--- src/rtl/slicel_cfg_loader.sv ---
// slicel_cfg_loader
// Configuration writer for one slicel. The bitstream arrives as a ready/valid
// stream of WORD_W-bit beats (beat k carries bits [k*WORD_W +: WORD_W],
// LSB-first). It is assembled in a shadow register and then copied in a single
// cycle onto the slicel's parallel config ports, after which cen drops so the
// slicel enters run mode.
// Optional feature macro: CFG_CHECK_EN adds a trailing checksum beat (XOR of
// all data beats, pad bits as 0); a mismatch sets err and skips the commit.
module slicel_cfg_loader #(
  parameter int S_XX_BASE  = 4,
  parameter int NUM_LUTS   = 4,
  parameter int MUX_LVLS   = $clog2(NUM_LUTS),
  parameter int CFG_SIZE   = 2*(2**S_XX_BASE)+1,
  parameter int WORD_W     = 8,
  parameter int TOTAL_BITS = CFG_SIZE*NUM_LUTS+MUX_LVLS+1+2*NUM_LUTS,
  parameter int NUM_BEATS  = (TOTAL_BITS+WORD_W-1)/WORD_W
) (
  input  logic                         clk,
  input  logic                         rst,
  input  logic                         start,
  input  logic                         cfg_valid,
  output logic                         cfg_ready,
  input  logic [WORD_W-1:0]            cfg_data,
  output logic [CFG_SIZE*NUM_LUTS-1:0] luts_config_in,
  output logic [MUX_LVLS-1:0]          inter_lut_mux_config,
  output logic                         config_use_cc,
  output logic [2*NUM_LUTS-1:0]        regs_config_in,
  output logic                         cen,
  output logic                         busy,
  output logic                         done,
  output logic                         err
);

  // Field positions inside the assembled bitstream.
  localparam int LUT_BITS = CFG_SIZE*NUM_LUTS;
  localparam int MUX_LSB  = LUT_BITS;
  localparam int CC_BIT   = LUT_BITS + MUX_LVLS;
  localparam int REG_LSB  = CC_BIT + 1;
  localparam int CNT_W    = $clog2(NUM_BEATS+1);
  localparam logic [CNT_W-1:0] LAST_BEAT = CNT_W'(NUM_BEATS-1);

  typedef enum logic [2:0] {
    ST_IDLE   = 3'd0,
    ST_SHIFT  = 3'd1,
`ifdef CFG_CHECK_EN
    ST_CHECK  = 3'd4,
`endif
    ST_COMMIT = 3'd2,
    ST_DONE   = 3'd3
  } state_t;

  state_t            state_q;
  state_t            state_nxt;
  logic [CNT_W-1:0]  cnt_q;
  logic              cfg_ready_q;
  logic              cen_q;
  logic              ready_nxt;
  logic              beat_acc;
  logic              shift_we;
  logic              last_beat;
  logic              load_go;
  logic              commit_en;

  // Shadow beats (stage 0) and committed word (stage 1).
  logic [WORD_W-1:0]     beats_p0 [NUM_BEATS];
  logic [TOTAL_BITS-1:0] shadow_p0;
  logic [TOTAL_BITS-1:0] commit_p1;

  assign beat_acc  = cfg_valid && cfg_ready_q;
  assign shift_we  = beat_acc && (state_q == ST_SHIFT);
  assign last_beat = (cnt_q == LAST_BEAT);

`ifdef CFG_CHECK_EN
  logic [WORD_W-1:0] chk_acc;
  logic              chk_ok;
  logic              err_q;

  // Clears the bits of a beat that fall beyond the end of the bitstream.
  function automatic logic [WORD_W-1:0] pad_mask(input logic [CNT_W-1:0] beat);
    logic [WORD_W-1:0] m;
    for (int j = 0; j < WORD_W; j++)
      m[j] = ((int'(beat) * WORD_W + j) < TOTAL_BITS);
    return m;
  endfunction

  assign chk_ok = (cfg_data == chk_acc);
`endif

  // Next-state logic.
  always_comb begin
    state_nxt = state_q;
    case (state_q)
      ST_IDLE: begin
        if (start) state_nxt = ST_SHIFT;
      end
      ST_SHIFT: begin
        if (beat_acc && last_beat) begin
`ifdef CFG_CHECK_EN
          state_nxt = ST_CHECK;
`else
          state_nxt = ST_COMMIT;
`endif
        end
      end
`ifdef CFG_CHECK_EN
      ST_CHECK: begin
        if (beat_acc) state_nxt = chk_ok ? ST_COMMIT : ST_IDLE;
      end
`endif
      ST_COMMIT: state_nxt = ST_DONE;
      ST_DONE:   state_nxt = ST_IDLE;
      default:   state_nxt = ST_IDLE;
    endcase
  end

  // Output and strobe decode from the current/next state.
  always_comb begin
    load_go   = (state_q == ST_IDLE) && start;
    commit_en = (state_q == ST_COMMIT);
    done      = (state_q == ST_DONE);
`ifdef CFG_CHECK_EN
    busy      = (state_q == ST_SHIFT) || (state_q == ST_CHECK) || (state_q == ST_COMMIT);
    ready_nxt = (state_nxt == ST_SHIFT) || (state_nxt == ST_CHECK);
`else
    busy      = (state_q == ST_SHIFT) || (state_q == ST_COMMIT);
    ready_nxt = (state_nxt == ST_SHIFT);
`endif
  end

  // Control state: FSM, beat counter, registered ready and cen.
  always_ff @(posedge clk) begin
    if (rst) begin
      state_q     <= ST_IDLE;
      cnt_q       <= '0;
      cfg_ready_q <= 1'b0;
      cen_q       <= 1'b1;
    end else begin
      state_q     <= state_nxt;
      cfg_ready_q <= ready_nxt;
      if (load_go)
        cnt_q <= '0;
      else if (shift_we && !last_beat)
        cnt_q <= cnt_q + CNT_W'(1);
      if (load_go)
        cen_q <= 1'b1;
      else if (commit_en)
        cen_q <= 1'b0;
    end
  end

  // ---- stage 0: beat capture into the shadow register ----
  // Shadow data carries no reset; a load always overwrites every beat before commit.
  always_ff @(posedge clk) begin
    if (shift_we)
      beats_p0[cnt_q] <= cfg_data;
  end

  // Flatten beats into the bitstream; pad bits of the final beat are dropped.
  for (genvar g = 0; g < NUM_BEATS; g++) begin : g_flat
    localparam int LSB = g * WORD_W;
    localparam int W   = ((TOTAL_BITS - LSB) < WORD_W) ? (TOTAL_BITS - LSB) : WORD_W;
    assign shadow_p0[LSB +: W] = beats_p0[g][W-1:0];
  end

`ifdef CFG_CHECK_EN
  // Running XOR of accepted data beats, restarted on each load.
  always_ff @(posedge clk) begin
    if (load_go)
      chk_acc <= '0;
    else if (shift_we)
      chk_acc <= chk_acc ^ (cfg_data & pad_mask(cnt_q));
  end

  // Sticky error flag for a checksum mismatch, cleared by the next start.
  always_ff @(posedge clk) begin
    if (rst)
      err_q <= 1'b0;
    else if (load_go)
      err_q <= 1'b0;
    else if ((state_q == ST_CHECK) && beat_acc && !chk_ok)
      err_q <= 1'b1;
  end

  assign err = err_q;
`else
  assign err = 1'b0;
`endif

  // ---- stage 1: atomic commit onto the slicel config ports ----
  // Committed word only changes in COMMIT so the slicel never sees a partial update.
  always_ff @(posedge clk) begin
    if (rst)
      commit_p1 <= '0;
    else if (commit_en)
      commit_p1 <= shadow_p0;
  end

  assign cfg_ready            = cfg_ready_q;
  assign cen                  = cen_q;
  assign luts_config_in       = commit_p1[LUT_BITS-1:0];
  assign inter_lut_mux_config = commit_p1[MUX_LSB +: MUX_LVLS];
  assign config_use_cc        = commit_p1[CC_BIT];
  assign regs_config_in       = commit_p1[REG_LSB +: 2*NUM_LUTS];

endmodule

--- config.mk ---
export PLATFORM = sky130hd
export DESIGN_NAME = slicel_cfg_loader
export DESIGN_NICKNAME = d
export VERILOG_FILES = /design/src/rtl/slicel_cfg_loader.sv
export SDC_FILE = /design/constraint.sdc
export NUM_CORES = 1
export LEC_CHECK = 0
export ABC_AREA = 1
export ABC_CLOCK_PERIOD_IN_PS = 2400
export CAP_MARGIN = 20
export CORE_MARGIN = 8
export CORE_UTILIZATION = 53
export DETAILED_ROUTE_END_ITERATION = 8
export HOLD_SLACK_MARGIN = 0.08
export PLACE_DENSITY = 0.9
export SKIP_CTS_REPAIR_TIMING = 1
export SLEW_MARGIN = 5
export SYNTH_ARGS = -nofsm -noshare
export SYNTH_HDL_FRONTEND = slang
export SYNTH_SLANG_ARGS = --single-unit
--- constraint.sdc ---
create_clock -name clk -period 2.4 [get_ports clk]
set_clock_uncertainty 0.1 [all_clocks]
set_input_delay 0.36 -clock clk [delete_from_list [all_inputs] [get_ports clk]]
set_output_delay 0.36 -clock clk [all_outputs]
set_load 0.02 [all_outputs]
; ---- Yosys cells after proc, flatten, opt, wreduce, memory -nomap -nowiden
; Memory sizes are Yosys's and may differ from the RTL's. A register that Yosys moved wholly into a read port is not among the register bits.
; Index checks and enable logic that the tools add are counted.
[word_totals]
in_bits = 12
ram_bits = 144
word_cells = 25
regBits = 10
n_memories = 1
out_inout_bits = 148
[op_classes]
n_addsub = 1
mux = 5
n_eq_ne = 5
n_reduce_logical = 9
[memory_table]
columns = name, words, width, read_ports, rd_clocked_by_memory_dff, wr, line
row1 = beats_p0, 18, 8, 18, 18, 1, 65  ; logic [WORD_W-1:0] beats_p0 [NUM_BEATS];
[op_table]
columns = op, n
row1 = $pmux 3 s3, 1
row2 = $eq 3x1->1 const B, 2
row3 = $eq 3x2->1 const B, 2
row4 = $mux 3, 2
row5 = $add 5x1->5 const B, 1
row6 = $eq 5x5->1 const B, 1
row7 = $logic_and 1x1->1, 5
row8 = $logic_not 3->1, 1
row9 = $mux 1, 2
row10 = $reduce_or 2->1, 1
row11 = $logic_not 1->1, 1
row12 = $logic_or 1x1->1, 1

; ---- Longest topological paths before layout
; Gate-level depths: netlist of run 1.
[logic_depth]
depth_word = 5
mapped_depth = 8
depth_no_buf = 7

; ---- Worst setup path after synthesis of run 1
; OpenSTA, ideal clock, no wires.
[synth_timing]
kind = reg2reg
from = register cfg_ready_q, in the netlist cfg_ready
to = memory beats_p0[7][0], enable pin
slack_ns = 0.414
setup_ns = 0.383
path_stages_with_launch = 6
t_required_ns = 1.917
arrival_time_ns = 1.503
cell_sequence = dfxtp_1 > nand2_1 > nor2_1 > buf_2 > nand2_1 > nor3_1
[synth_between]
elab_chain_len = 4
[synth_lines]
columns = element, line
row1 = start: declaration, 55  ; logic cfg_ready_q;
row2 = start signal: assignment, 139  ; cfg_ready_q <= ready_nxt;
row3 = $logic_and 1x1->1, 69  ; assign beat_acc = cfg_valid && cfg_ready_q;
row4 = $logic_and 1x1->1, 70  ; assign shift_we = beat_acc && (state_q == ST_SHIFT);
row5 = $mux 1, 154  ; if (shift_we)
row6 = $mux 1 (not written as such), 155  ; beats_p0[cnt_q] <= cfg_data;
row7 = end: declaration, 65
; No other way between the ends.

; ---- Final worst setup path of run 1
[layout_timing]
from = register state_q[0]
to = output busy
[layout_between]
elab_chain_len = 2
word_cells_on_any_way = 3
classes_between = eq/ne (2) / reduce/logical (1)
[layout_lines]
columns = element, line
row1 = start: declaration, 52  ; state_t state_q;
row2 = start signal: assignment, 138  ; state_q <= state_nxt;
row3 = $eq 3x1->1 or $eq 3x2->1 (tied branches), 125  ; busy = (state_q == ST_SHIFT) || (state_q == ST_COMMIT);
row4 = $logic_or 1x1->1 *, 125
row5 = end: declaration, 29  ; output logic busy,
; Every way passes the cells marked *; elsewhere a longest branch is shown, timed or not.

==> results of run 1 <==
-- stage by stage --
step	power, mW	instances	instance area [um^2]	util (%)
after CTS	9.98	1297	12700	68.6
after floorplan	5.49	872	9850	-
after global routing	10.2	1297	12700	68.6
final	9.91	1297	12700	68.6
after global placement	5.59	1245	11700	63.6
after detailed placement	5.60	1245	11700	63.6
-- cell type report --
class                      count  area, um^2
clock inverter                14         169
clock buffer                  38         759
multi-input combinational    514        2190
fill                        1292        5790
inverter                      12        48.8
sequential                   296        7360
timing repair buffer         189        1850
tap                          234         293
-- flip-flops by register name, indices dropped and copies added, names as in the netlist --
name	flops
cen	1
luts_config_in	132
beats_p0	143
cnt_q	5
regs_config_in	1
inter_lut_mux_config	2
config_use_cc	1
state_q	3
cfg_ready	1
commit_p1	7
-- layout by cell type (no fill, tap or decap), types with 2 or more instances in the layout --
cell / synthesis / routed
a21oi_1: 6 / 6
clkbuf_1: 29 / 9
buf_4: 2 / 28
nor2_1: 311 / 311
bufinv_16: 0 / 4
edfxtp_1: 143 / 143
o21ai_0: 143 / 143
dfxtp_1: 153 / 153
clkdlybuf4s50_1: 0 / 157
buf_12: 0 / 3
nand4_1: 2 / 2
ha_1: 4 / 4
nor3_1: 2 / 2
conb_1: 1 / 2
nand2_1: 30 / 29
clkbuf_16: 0 / 29
inv_1: 10 / 10
nand3_1: 11 / 11
clkinv_2: 0 / 7
clkinv_1: 0 / 3
-- cell families (layout without fill, tap and decap cells) --
kind of cell | after synthesis | after routing
AO/OA/AOI/OAI | 150 | 150
buffers and inverters | 62 | 253
AND/OR/NAND/NOR | 358 | 358
flip-flops | 296 | 296
other | 1 | 2
adder cells (fa/ha/maj) | 4 | 4
-- where the power goes --
| group | switching [mW] | internal (mW) |
|---|---|---|
| clock network | 1.78 | 2.64 |
| logic | 0.143 | 0.0575 |
| registers | 0.00244 | 5.29 |
-- final timing paths --
path                                    end                  start  cells after the start
hold reg to reg            cen$_SDFFE_PP1N_       cen$_SDFFE_PP1N_                      2
setup / recovery                       busy  state_q[0]$_SDFF_PP0_                      4
hold / removal             cen$_SDFFE_PP1N_       cen$_SDFFE_PP1N_                      2
setup reg to reg  beats_p0[14][5]$_DFFE_PP_  state_q[1]$_SDFF_PP0_                      7
-- per-layer routing --
layer  vias to the layer above  GRT usage [%]  share of wire (%)
met5                         -              0                  0
met4                         0           6.76                2.3
met3                        39           4.25                7.0
met2                       243           33.2                 49
met1                      3207           23.0                 41
li1                       3239              -                  -
-- critical path, stage by stage, from the launching register on --
cell,delay [ps]
dfxtp_1,330
nor2_2,180
nand2_4,90
nand2_1,100
clkdlybuf4s50_1,610
-- Yosys cell counts --
cell type and count:
a21oi_1 6, buf_2 12, buf_4 2, buf_6 7, clkbuf_1 29, conb_1 1, dfxtp_1 153, edfxtp_1 143
ha_1 4, inv_1 10, inv_2 1, inv_4 1, nand2_1 30, nand3_1 11, nand3b_1 1, nand4_1 2
nor2_1 311, nor2_2 1, nor3_1 2, o21ai_0 143, o21ai_1 1
==> out/metrics.cfg, run 1 <==
[cts]
numClockSinks=296
cts_buffers=28
clkLatencyLatePin_ps=520
cts_tree=done
cts_max_level=1
clockRootBuffer=clkbuf_16
clock_path_buffers=3
clk_pin_slew_ps=60

[floorplan]
fp.dieW_um=152
io_pins=160
die_area_um2=23200
start_util_pct=53.3
rows=50
core_um2=18500
dieHeight_um=152

[global_route]
grt_start_max_net_pins=82
antenna_found_initial=0
grt_pass1_vias=6686
grt_overflow=0
track_usage_pct=19.1
grt_pass1_wl_mm=35.8

[logic_synthesis]
synth_adder_area_share_pct=0.508
synth.distinct_cells=21
synthMuxAreaShare_pct=0
synth_xor_area_share_pct=0
synthSimpleGateAreaFrac_pct=13.9
synth_top_family_by_area=simple AND/OR/NAND/NOR gates
synthCells=871
synth_seq_area_share_pct=74.7
synth_top_area_cell=edfxtp_1
ys_warn_count=0
synth_compound_area_share_pct=7.63
synth_area_leaders=edfxtp_1 (44%), dfxtp_1 (31%), nor2_1 (12%)
synthDominantCellAreaShare_pct=43.6
synth_area_per_cell_um2=11.3
synth-seq-cells=296
syn-cell-area_um2=9840

[timing]
max_slew_margin_pct=37.0
setup_viol=0
worst_slack_ps=109
min_period_ps=2290
fmax_ghz=0.436
timing.hold.ws_ps=379
finalMaxSlewViolations=0
tns_ps=0
rsz0062_at_grt=false
hold_viol_final=0
finalCritPeriodShare_pct=95.5
tightest_slew_ps=942

[run]
max_cap_violations=0

[critical_path]
rrSetupSlack_ps=520
critPathCaptureType=primary output
worst_ep_arrival_time_ps=1830
crit_type=reg -> out
cp-start-kind=flop
worstPathRequired_ps=1940
cp_max_fo=4

[route]
firstDrtPassIters=5
wire_per_inst_um=17.5
dr_total_vias=6728
ant_nets=0
detail_route.vias_per_cell=5.19
routed_wl_mm=22.7
drtIter0Drc=456
post-route-drc-count=0

[finish]
diodes=0
layout.nets=1057
drive_above_1_share_pct=7.06
area_growth_pct=28.7

[pwr]
ir_worst_vdd_mv=0.673
power.density_nw_per_um2=782
p_leak_nw=4.38

[worst_hold_path]
hp-class=reg -> reg

[place]
gp_congestion=0.752
dpl.hpwl_mm=14.4
dp_slack_ps=198
port_buffers=158

[outcome]
outcome=finished, final reports clean

Power figures use the tool's default switching activity.
==> run 2, diff against run 1 <==
--- a/config.mk
+++ b/config.mk
@@ -8,10 +8,11 @@
 export ABC_AREA = 1
 export ABC_CLOCK_PERIOD_IN_PS = 2400
 export CAP_MARGIN = 20
-export CORE_MARGIN = 8
+export CORE_MARGIN = 2
 export CORE_UTILIZATION = 53
 export DETAILED_ROUTE_END_ITERATION = 8
 export HOLD_SLACK_MARGIN = 0.08
+export MAX_ROUTING_LAYER = met4
 export PLACE_DENSITY = 0.9
 export SKIP_CTS_REPAIR_TIMING = 1
 export SLEW_MARGIN = 5
==> run 2 against run 1 <==
Die area shrank 15%. Worst setup slack gained 200 ps. Clock-buffer cell count fell by 3. Hold slack got worse by 1.1 ps. Core utilization up 1.3 points. Via count is 0.67% higher. Fmax is 9.7% higher. Global-route usage rose by 3.9 points. Flip-flop and latch count did not move. Critical endpoint is now beats_p0[10][2]$_DFFE_PP_. Largest cell class unchanged.
==> out/metrics.cfg, run 2 (same netlist as run 1, synthesis figures left out) <==
[pwr]
switchingPower_mw=1.90  ; -1.2%
comb_power_share_pct=2.1  ; about the same
p_sw_share_pct=19.6  ; +0.22 points
ir_worst_vdd_mv=0.485  ; -28%
p_int_mw=7.79  ; -2.6%
p_leak_nw=4.39  ; +0.18%
clkPwrFrac_pct=43.2  ; -1.4 points
power.density_nw_per_um2=766  ; -2.1%
seq_power_share_pct=54.6  ; +1.2 points

[place]
placed_area_um2=11800  ; +0.29%
dpl.hpwl_mm=13.3  ; -7.5%
dp_cells=1242  ; -0.24%
dp_slack_ps=11.3  ; -187 ps
port_buffers=158  ; unchanged
gp_congestion=0.883  ; +17%

[critical_path]
worstPathRequired_ps=2520  ; +580 ps
cp_max_fo=8  ; +4
rrSetupSlack_ps=310  ; -210 ps
critPathCaptureType=flop
crit_type=reg -> reg
cp-start-kind=flop
worst_ep_arrival_time_ps=2210  ; +380 ps

[route]
wire_per_inst_um=17.1  ; -2.3%
firstDrtPassIters=5  ; unchanged
drtIter0Drc=643  ; +41%
ant_nets=0  ; unchanged
routed_wl_mm=22.0  ; -2.8%
detail_route.vias_per_cell=5.25  ; +1.1%
dr_total_vias=6773  ; +0.67%
post-route-drc-count=0  ; unchanged

[timing]
max_slew_margin_pct=66.7  ; +30 points
finalCritPeriodShare_pct=87.1  ; -8.4 points
finalMaxSlewViolations=0  ; unchanged
rsz0062_at_grt=false
setup_viol=0  ; unchanged
min_period_ps=2090  ; -202 ps
tns_ps=0  ; unchanged
fmax_ghz=0.479  ; +9.7%
tightest_slew_ps=497  ; -445 ps
worst_slack_ps=311  ; +202 ps
hold_viol_final=0  ; unchanged

[cts]
clkLatencyLatePin_ps=520  ; about the same
clk_pin_slew_ps=60  ; about the same
cts_buffers=27  ; -3.6%
cts_tree=done
numClockSinks=296  ; unchanged
cts_max_level=1  ; unchanged
clockRootBuffer=clkbuf_16
clock_path_buffers=3  ; unchanged

[run]
max_cap_violations=0  ; unchanged

[floorplan]
die_area_um2=19700  ; -15%
dieHeight_um=140  ; -7.9%
rows=49  ; -2.0%
start_util_pct=54.4  ; +1.1 points
io_pins=160  ; unchanged
core_um2=18100  ; -2.0%
fp.dieW_um=140  ; -7.9%

[finish]
fin_cells=1291  ; -0.46%
area_growth_pct=28.5
regMostFlops=beats_p0
largest_reg_flops=143  ; unchanged
final_area_um2=12600  ; -0.16%
diodes=0  ; unchanged
drive_above_1_share_pct=7.34  ; +0.29 points
num-fill-cells=1227  ; -5.0%
multi_input_area_um2=2190  ; unchanged
layout.nets=1058  ; +0.095%
layout_commonest_cell=nor2_1
area.sequential_um2=7360  ; unchanged
mostFrequentLayoutCells=nor2_1 (311), clkdlybuf4s50_1 (156), dfxtp_1 (153)

[global_route]
grt_overflow=0  ; unchanged
grt_pass1_vias=6629  ; -0.85%
grt_start_max_net_pins=145  ; +77%
antenna_found_initial=0  ; unchanged
grt_pass1_wl_mm=34.9  ; -2.4%
track_usage_pct=23.0  ; +3.9 points

[worst_hold_path]
hp-class=reg -> reg

[outcome]
outcome=finished, final reports clean

[run 2: cell type report]
| cell class | count | area share (%) |
|---|---|---|
| Tap cell | 229 | 2.27 |
| Sequential cell | 296 | 58.2 |
| Timing Repair Buffer | 191 | 15.0 |
| Multi-Input combinational cell | 514 | 17.3 |
| Inverter | 12 | 0.386 |
| Clock inverter | 14 | 1.24 |
| Clock buffer | 35 | 5.66 |
[run 2: path summary, 6_finish.rpt]
kind,end,start,depth (start not counted)
setup / recovery,beats_p0[10][2]$_DFFE_PP_,state_q[1]$_SDFF_PP0_,6
hold / removal,luts_config_in[51]$_SDFFE_PP0N_,luts_config_in[51]$_SDFFE_PP0N_,2
setup reg to reg,beats_p0[10][2]$_DFFE_PP_,state_q[1]$_SDFF_PP0_,6
hold reg to reg,luts_config_in[51]$_SDFFE_PP0N_,luts_config_in[51]$_SDFFE_PP0N_,2
[run 2: per-stage QoR]
stage                     power [mW]  hold slack [ps]  utilization (%)
after CTS                       9.74              362             69.9
final                           9.68              377             69.9
after detailed placement        5.60              363             65.1
after floorplan                 5.49              329                -
after global placement          5.60              362             65.1
after global routing            9.96              395             69.9
[run 2: power by group through the flow]
stage | registers, mW | logic, mW | clock network [mW]
floorplan | 5.40 | 0.0856 | 0
global placement | 5.40 | 0.197 | 0
detailed placement | 5.40 | 0.204 | 0
CTS | 5.29 | 0.207 | 4.24
global route | 5.29 | 0.224 | 4.45
finish | 5.29 | 0.207 | 4.19
[run 2: layer usage]
metal  wire length (um)  GRT usage (%)
met1               9130           29.8
met2              10800           38.1
met3               1610           2.94
met4                479           7.02
met5                  0              -
[run 2: worst max-delay path: stages (launching register included)]
cell      delay, ps
dfxtp_1         340
inv_1           130
nand3b_1        130
nor2_1          410
nand2_1         310
nor2_1          170
buf_4           190
==> variant (flow settings as in run 2) <==
One comparison of `cnt_q` changes from == to >=.
--- a/src/rtl/slicel_cfg_loader.sv
+++ b/src/rtl/slicel_cfg_loader.sv
@@ -68,7 +68,7 @@
 
   assign beat_acc  = cfg_valid && cfg_ready_q;
   assign shift_we  = beat_acc && (state_q == ST_SHIFT);
-  assign last_beat = (cnt_q == LAST_BEAT);
+  assign last_beat = (cnt_q >= LAST_BEAT);
 
 `ifdef CFG_CHECK_EN
   logic [WORD_W-1:0] chk_acc;
Formal check against the unedited RTL: no difference found for any inputs over 10 cycles, from zero or initial values and one cycle with rst high; that may be too few to reach the edited logic, so the function may still have changed.
==> variant against run 2 <==
Total power is 5.7% higher; wire length is 5.1% higher; synthesized area is 0.99% higher; worst setup slack worse by 0.15 ns; clock power is 15% higher; sequential cell count stayed put; design area is 0.83% higher; sequential power hardly changed; critical path type is now reg -> out; largest cell class unchanged; highest routed layer unchanged.
==> variant: results (changes against run 2) <==
{
  "synth_compound_gate_area_share": {"value": 7.58, "unit": "%", "change": "-0.050 points"},
  "dp_hpwl": {"value": 13.1, "unit": "mm", "change": "-1.3%"},
  "arrival": {"value": 1.78, "unit": "ns", "change": "-0.43 ns"},
  "outcome": {"value": "completed"},
  "critical-path-max-stage-delay": {"value": 0.63, "unit": "ns", "change": "+0.22 ns"},
  "fraction_of_layout_cells_with_a_size_suffix_above_1": {"value": 7.28, "unit": "%", "change": "-0.060 points"},
  "p_sw": {"value": 1.97, "unit": "mW", "change": "+3.8%"},
  "global_route.usage.total": {"value": 23.7, "unit": "%", "change": "+0.76 points"},
  "worst_pin_slew": {"value": 0.613, "unit": "ns", "change": "+0.116 ns"},
  "critical_path_peak_fanout": {"value": 3, "change": "-5"},
  "dr.pass1.iters": {"value": 7, "change": "+2"},
  "drt_iter0_drc": {"value": 567, "change": "-12%"},
  "layout.nets": {"value": 1051, "change": "-0.66%"},
  "insertion_delay_to_the_later_sink_of_the_worst_skew_pair": {"value": 0.54, "unit": "ns", "change": "+0.02 ns"},
  "synth_area_leaders": {"value": "sky130_fd_sc_hd__edfxtp_1 (43%), sky130_fd_sc_hd__dfxtp_1 (31%), sky130_fd_sc_hd__nor2_1 (12%)"},
  "most_frequent_cells_after_synthesis": {"value": "sky130_fd_sc_hd__nor2_1 (309), sky130_fd_sc_hd__dfxtp_1 (153), sky130_fd_sc_hd__edfxtp_1 (143)"},
  "power.leakage": {"value": 4.91, "unit": "nW", "change": "+12%"},
  "vias_per_cell": {"value": 5.32, "change": "+1.4%"},
  "synth_cell_type_count": {"value": 27, "change": "+29%"},
  "placed_cell_area": {"value": 11700, "unit": "um2", "change": "-0.27%"},
  "global_route_wire_length_before_repair": {"value": 35.9, "unit": "mm", "change": "+2.7%"},
  "drt-wirelength-per-cell": {"value": 17.9, "unit": "um", "change": "+5.1%"},
  "place.gp.congestion": {"value": 0.847, "change": "-4.1%"},
  "synth-adder-area-share": {"value": 0.503, "unit": "%", "change": "-0.0050 points"},
  "number_of_global_route_vias_before_repair": {"value": 6717, "change": "+1.3%"},
  "grt_start_max_net_pins": {"value": 146, "change": "+0.69%"},
  "dp_slack": {"value": 0.192, "unit": "ns", "change": "+0.180 ns"},
  "synth_xor_xnor_area_share": {"value": 0.0881, "unit": "%", "change": "+0.088 points"},
  "synth_sequential_area_ratio": {"value": 74.0, "unit": "%", "change": "-0.73 points"}
}
## variant: final cells by class
cell class	count	area [um2]
clock inverters	17	274
inverters	18	71.3
repair buffers	188	1860
multi-input cells	503	2160
well taps	234	293
fillers	1277	5830
clock buffers	35	737
flip-flops and latches	296	7360
## variant: worst register-to-register path, delay by kind of cell, from the launching register on
kind	cells	cell delay (ns)
DFF	1	0.35
buffers and inverters	3	0.40
and+or+nand+nor	5	0.74
## variant: final timing paths
| check | from | slack [ns] | end |
|---|---|---|---|
| max | state_q[0]$_SDFF_PP0_ | 0.16 | done |
| min | beats_p0[1][1]$_DFFE_PP_ | 0.36 | luts_config_in[9]$_SDFFE_PP0N_ |
| max reg2reg | state_q[2]$_SDFF_PP0_ | 0.51 | beats_p0[11][2]$_DFFE_PP_ |
| min reg2reg | beats_p0[1][1]$_DFFE_PP_ | 0.36 | luts_config_in[9]$_SDFFE_PP0N_ |
## variant: kinds of logic after synthesis
| family | count (synthesis) |
|---|---|
| buffers and inverters | 67 |
| AOI/OAI and AO/OA | 150 |
| and+or+nand+nor | 346 |
| xor gates and xnor gates | 1 |
| DFF | 296 |
| other | 1 |
| adders and majority gates | 4 |
## variant: metrics by stage
step | power (mW) | setup TNS (ns) | cells
2_1_floorplan | 5.45 | 0 | 866
3_3_place_gp | 5.54 | 0 | 1239
3_5_place_dp | 5.54 | 0 | 1239
4_1_cts | 10.3 | -0.0126 | 1291
5_1_grt | 10.5 | 0 | 1291
6_report | 10.2 | 0 | 1291
## variant: metal layers
metal,up-vias,global-route usage [%],share of wire [%]
li1,3225,-,-
met1,3282,31.5,42
met2,307,38.5,49
met3,57,3.06,6.7
met4,0,7.58,2.9
met5,-,-,0
## variant: power groups by stage
stage / combinational (mW) / clock [mW] / sequential (mW)
6_report: 0.145 / 4.80 / 5.29
5_1_grt: 0.156 / 5.05 / 5.29
4_1_cts: 0.143 / 4.84 / 5.29
3_5_place_dp: 0.143 / 0 / 5.40
3_3_place_gp: 0.140 / 0 / 5.40
2_1_floorplan: 0.0422 / 0 / 5.40
